[src/rtl/exc_ctrl.sv]
// exc_ctrl: MEM-stage exception/interrupt arbitration with flush, CP0 update and drain window
module exc_ctrl #(
  parameter logic [31:0] EXC_VECTOR   = 32'h0000_0020,
  parameter int          DRAIN_CYCLES = 3
) (
  input  logic        clk,
  input  logic        rst,
  input  logic        inst_valid_i,
  input  logic [31:0] inst_addr_i,
  input  logic        in_delayslot_i,
  input  logic [4:0]  exc_flags_i,
  input  logic [31:0] cp0_status_i,
  input  logic [31:0] cp0_cause_i,
  input  logic [31:0] cp0_epc_i,
  input  logic        wb_cp0_we_i,
  input  logic [4:0]  wb_cp0_waddr_i,
  input  logic [31:0] wb_cp0_wdata_i,
  output logic        flush_o,
  output logic [31:0] new_pc_o,
  output logic        cp0_exc_we_o,
  output logic [31:0] cp0_epc_o,
  output logic [4:0]  cp0_exccode_o,
  output logic        cp0_bd_o,
  output logic        cp0_exl_set_o,
  output logic        cp0_exl_clr_o,
  output logic        busy_o
);
  typedef enum logic {S_IDLE, S_DRAIN} state_t;
  localparam logic [2:0] LP_DRAIN = 3'(DRAIN_CYCLES);
  state_t      r_state, w_state_nx;
  logic [2:0]  r_cnt, w_cnt_nx;
  logic        r_flush, r_exc_we, r_bd, r_exl_set, r_exl_clr;
  logic [31:0] r_new_pc, r_epc;
  logic [4:0]  r_exccode;
  logic [31:0] w_eff_status, w_eff_cause, w_eff_epc, w_epc_val;
  logic        w_int, w_exc, w_det, w_upd_epc;
  logic [4:0]  w_code;
  // CP0 forwarding from WB mtc0, interrupt check, priority encode
  always_comb begin
    w_eff_status = (wb_cp0_we_i && wb_cp0_waddr_i == 5'd12) ? wb_cp0_wdata_i : cp0_status_i;
    w_eff_epc    = (wb_cp0_we_i && wb_cp0_waddr_i == 5'd14) ? wb_cp0_wdata_i : cp0_epc_i;
    w_eff_cause  = (wb_cp0_we_i && wb_cp0_waddr_i == 5'd13)
                 ? {cp0_cause_i[31:24], wb_cp0_wdata_i[23:22], cp0_cause_i[21:10], wb_cp0_wdata_i[9:8], cp0_cause_i[7:0]}
                 : cp0_cause_i;
    w_int     = w_eff_status[0] && !w_eff_status[1] && |(w_eff_cause[15:8] & w_eff_status[15:8]);
    w_exc     = w_int || |exc_flags_i[3:0];
    w_det     = r_state == S_IDLE && inst_valid_i && (w_exc || exc_flags_i[4]);
    w_code    = w_int ? 5'h00 : exc_flags_i[3] ? 5'h08 : exc_flags_i[2] ? 5'h0A : exc_flags_i[1] ? 5'h0D : 5'h0C;
    w_upd_epc = w_det && w_exc && !w_eff_status[1];
    w_epc_val = in_delayslot_i ? inst_addr_i - 32'd4 : inst_addr_i;
  end
  // Next state: the drain count is held on the flush cycle, then counts down the quiet cycles
  always_comb begin
    w_state_nx = r_state;
    w_cnt_nx   = r_cnt;
    if (r_state == S_IDLE) begin
      w_state_nx = w_det ? S_DRAIN : S_IDLE;
      w_cnt_nx   = w_det ? LP_DRAIN : r_cnt;
    end else if (!r_flush) begin
      w_state_nx = (r_cnt == 3'd1) ? S_IDLE : S_DRAIN;
      w_cnt_nx   = r_cnt - 3'd1;
    end
  end
  // State register
  always_ff @(posedge clk or posedge rst) begin
    if (rst) begin
      r_state <= S_IDLE;
      r_cnt   <= 3'd0;
    end else begin
      r_state <= w_state_nx;
      r_cnt   <= w_cnt_nx;
    end
  end
  // Registered one-cycle responses; redirect PC holds between flushes
  always_ff @(posedge clk or posedge rst) begin
    if (rst) begin
      r_flush   <= 1'b0;
      r_new_pc  <= 32'd0;
      r_exc_we  <= 1'b0;
      r_epc     <= 32'd0;
      r_exccode <= 5'd0;
      r_bd      <= 1'b0;
      r_exl_set <= 1'b0;
      r_exl_clr <= 1'b0;
    end else begin
      r_flush   <= w_det;
      r_new_pc  <= w_det ? (w_exc ? EXC_VECTOR : w_eff_epc) : r_new_pc;
      r_exc_we  <= w_det && w_exc;
      r_exl_set <= w_det && w_exc;
      r_exl_clr <= w_det && !w_exc;
      r_exccode <= (w_det && w_exc) ? w_code : 5'd0;
      r_epc     <= w_upd_epc ? w_epc_val : 32'd0;
      r_bd      <= w_upd_epc && in_delayslot_i;
    end
  end
  assign flush_o       = r_flush;
  assign new_pc_o      = r_new_pc;
  assign cp0_exc_we_o  = r_exc_we;
  assign cp0_epc_o     = r_epc;
  assign cp0_exccode_o = r_exccode;
  assign cp0_bd_o      = r_bd;
  assign cp0_exl_set_o = r_exl_set;
  assign cp0_exl_clr_o = r_exl_clr;
  assign busy_o        = r_state != S_IDLE;
endmodule

[config.mk]
export PLATFORM = sky130hd
export DESIGN_NAME = exc_ctrl
export DESIGN_NICKNAME = d
export VERILOG_FILES = /design/src/rtl/exc_ctrl.sv
export SDC_FILE = /design/constraint.sdc
export NUM_CORES = 1
export LEC_CHECK = 0
export ABC_AREA = 1
export CAP_MARGIN = 20
export CORE_ASPECT_RATIO = 0.7
export CORE_UTILIZATION = 41
export CTS_CLUSTER_SIZE = 20
export DETAILED_ROUTE_END_ITERATION = 6
export GPL_ROUTABILITY_DRIVEN = 0
export PLACE_DENSITY = 0.91
export SLEW_MARGIN = 20
export SYNTH_ARGS = -nofsm -noshare
export SYNTH_HDL_FRONTEND = slang
export SYNTH_SLANG_ARGS = --single-unit
[constraint.sdc]
create_clock -name clk -period 8.4 [get_ports clk]
set_clock_uncertainty 0.15 [all_clocks]
set_input_delay 2.1 -clock clk [delete_from_list [all_inputs] [get_ports clk]]
set_output_delay 2.1 -clock clk [all_outputs]
set_load 0.02 [all_outputs]
==> results.cfg <==
[synth]
synth_cell_type_count = 32
async_reset_ff_share_pct = 100.0
postSynthRegisterBits = 76
synth.top_cell.area_share_pct = 45.13
synth_ff_type = dfrtp_1
synth.yosys.seq_area_share_pct = 45.13
synth.area.top_cells = dfrtp_1 (45%), nand2_1 (12%), nand3_1 (7.1%)
synthCells = 538
mappedNetlistArea_um2 = 4214
avgSynthCellArea_um2 = 7.833
synth_nets = 716
synthDominantAreaCellType = dfrtp_1
number_of_enable_flip_flop_cells_after_synthesis = 0
yosys_warnings = 0

[global_routing]
grt_use_total_pct = 24.95
grt_remaining_overflow = 0
grt_max_degree = 77
antenna_found_initial = 0
grt_first_pass_wirelength_um = 20410
number_of_global_route_vias_before_repair = 4372

[cells_and_area]
final_cell_mix = clkdlybuf4s50_1 (202), nand2_1 (130), dfrtp_1 (76), nor2_1 (71), inv_1 (70)
finalNetCount = 911
layout_cell_share_with_drive_strength_beyond_1_pct = 7.724
mostFrequentLayoutCell = clkdlybuf4s50_1
n_antenna_cell = 0
final_core_util_pct = 66.73
syn2layout_area_growth_pct = 55.73

[setup_path]
worst_path_arrival_ns = 4.68
cp.required_ns = 8.47
startpoint = wb_cp0_waddr_i[1]
startpoint_type_of_the_worst_setup_path = input port
r2r_start = busy_o
worst-path-max-fanout = 40
cp_cell_sequence = clkdlybuf4s50_1 > nor2_4 > nand3_2 > nor2_4 > a21oi_4 > nand2_1 > clkinv_1 > nand2_2 > nand3_1 > nand2_2 > nand2_2 > nand2_1 > nand2_1
timing.critical_path.slowest_cell_delay_ns = 0.59
critical_path_buf_inv_count = 2
critical-path-slowest-cell = nand2_2
timing.setup.critical_path_class = input port to register
critical-path-top-delay-family = simple AND/OR/NAND/NOR gates
critPathCaptureType = register

[timing]
max_slew.worst_pin.slew_ns = 0.9792
maxClockFrequency_ghz = 0.2166
final_period_minus_worst_setup_slack_ns = 4.617
layout_setup_ws_ns = 3.783
finalMaxSlewViolations = 0
setup-violations-final = 0
setup-tns-final_ns = 0
unrepaired_setup_endpoints_after_global_routing = false
timing.max_slew.rel_slack_pct = 34.72
share_of_the_clock_period_used_by_the_worst_path_after_layout_pct = 54.96
timing_hold_violations_final = 0

[detailed_routing]
vias = 4271
wl_per_cell_um = 14.68
drt_iter0_drc = 190
drt-vias-per-instance = 4.932
drtAntennaViolNets = 0
routed_wirelength_um = 12720
drt-pass1-iter-count = 5
detail_route.drc_violations = 0

[placed_design]
dp.final_hpwl_um = 9906
detailedPlace.worstSlack_ns = 3.455
portBuffers = 202

[clocking]
clock-root-buffer = clkbuf_16
clock_tree.buffer_depth = 2
clkLatencyLatePin_ns = 0.33
post_cts_hold_buffer_count = 0
cts.clk_slew.worst_paths_ns = 0.05
cts_tree = built
cts_made_buffers = 9
htree_num_levels = 3
clock-sinks = 76
post_cts_setup_buffer_count = 0
cts.repair.resized = 0

[floorplanning]
floorplan.initialDensity_pct = 42.85
floorplan.die.height_um = 86.82
fp-row-count = 30
dieArea_um2 = 10690
core-area_um2 = 9834
die_w_um = 123.2
ioPinCount = 250

[worst_hold_path]
worstHoldStart = new_pc_o[0]
min_path_type = register to register

[job]
drv.max_cap_violation_count = 0

[power]
power.density_nw_per_um2 = 164.2
p_leak_nw = 3.179
peakVddDrop_v = 0.0001105

[run_status]
status = finished, final reports clean
-- final cells by class --
class                      count  area, um2
fill                         761       3272
timing repair buffer         204       2037
multi-input combinational    369       1918
sequential                    76       1902
inverter                      73      275.3
clock buffer                  11      242.7
tap                          128      160.2
clock inverter                 5      27.53
-- final timing paths --
kind | endpoint | slack [ns] | depth (start not counted)
max | r_cnt[2] | 3.78 | 13
min | new_pc_o[0] | 0.32 | 2
max reg2reg | r_cnt[2] | 6.29 | 5
min reg2reg | new_pc_o[0] | 0.32 | 2
max in group asynchronous | cp0_epc_o[11] | 5.21 | 3
min in group asynchronous | new_pc_o[23] | 2.25 | 3
-- cell families after synthesis --
family	after synthesis	share of synthesized area (%)
buf+inv	93	9.531
xor+xnor	20	4.157
mux	22	5.879
fa+ha+maj	3	0.8908
other cells	1	0.08899
flops	76	45.13
compound gates	28	3.593
simple gates	295	30.73
-- power breakdown --
group / switching [W] / internal (W)
logic: 0.000165 / 0.000145
clock network: 0.000142 / 0.000206
registers: 0.0000200 / 0.000400
total: 0.000327 / 0.000751
-- worst reg2reg max path, delay by kind of cell, from the launching register on --
family | cells | cell delay (ns)
simple gates | 5 | 1.47
flops | 1 | 0.44
-- sequential cells by signal, indices dropped and copies added (netlist names) --
register       count
cp0_exl_set_o      1
r_cnt              3
cp0_bd_o           1
cp0_exl_clr_o      1
cp0_exccode_o      4
busy_o             1
flush_o            1
cp0_epc_o         32
new_pc_o          32
-- per-stage QoR --
step                      total power [W]  hold slack [ns]  instances  instance area (um2)
after CTS                        0.001090           0.3217        866                 6563
after global placement          0.0007205           0.3035        850                 6292
after global routing             0.001136           0.3400        866                 6563
after detailed placement        0.0007361           0.3074        850                 6292
final                            0.001078           0.3191        866                 6563
after floorplan                 0.0005838           0.3255        538                 4214
-- Yosys cell counts (2+ instances only) --
cell type / instances
nand4_1: 8
inv_1: 71
nor3_1: 10
mux2_2: 22
nor2_1: 72
xnor2_1: 6
or2_2: 2
nor2_4: 3
nand2_2: 3
ha_1: 3
buf_6: 2
nand3_1: 60
dfrtp_1: 76
buf_4: 9
o21ai_0: 16
xor2_1: 14
a21oi_1: 10
buf_2: 3
clkbuf_1: 6
nand2_1: 130
-- routing by layer --
layer	global-route usage, %	up-vias	share of wire, %
li1	-	2074	-
met1	29.29	2008	41
met2	43.32	167	50
met3	7.632	22	7.7
met4	8.434	0	1.6
met5	0	-	0
No activity file was read; power rests on OpenSTA's default activity.
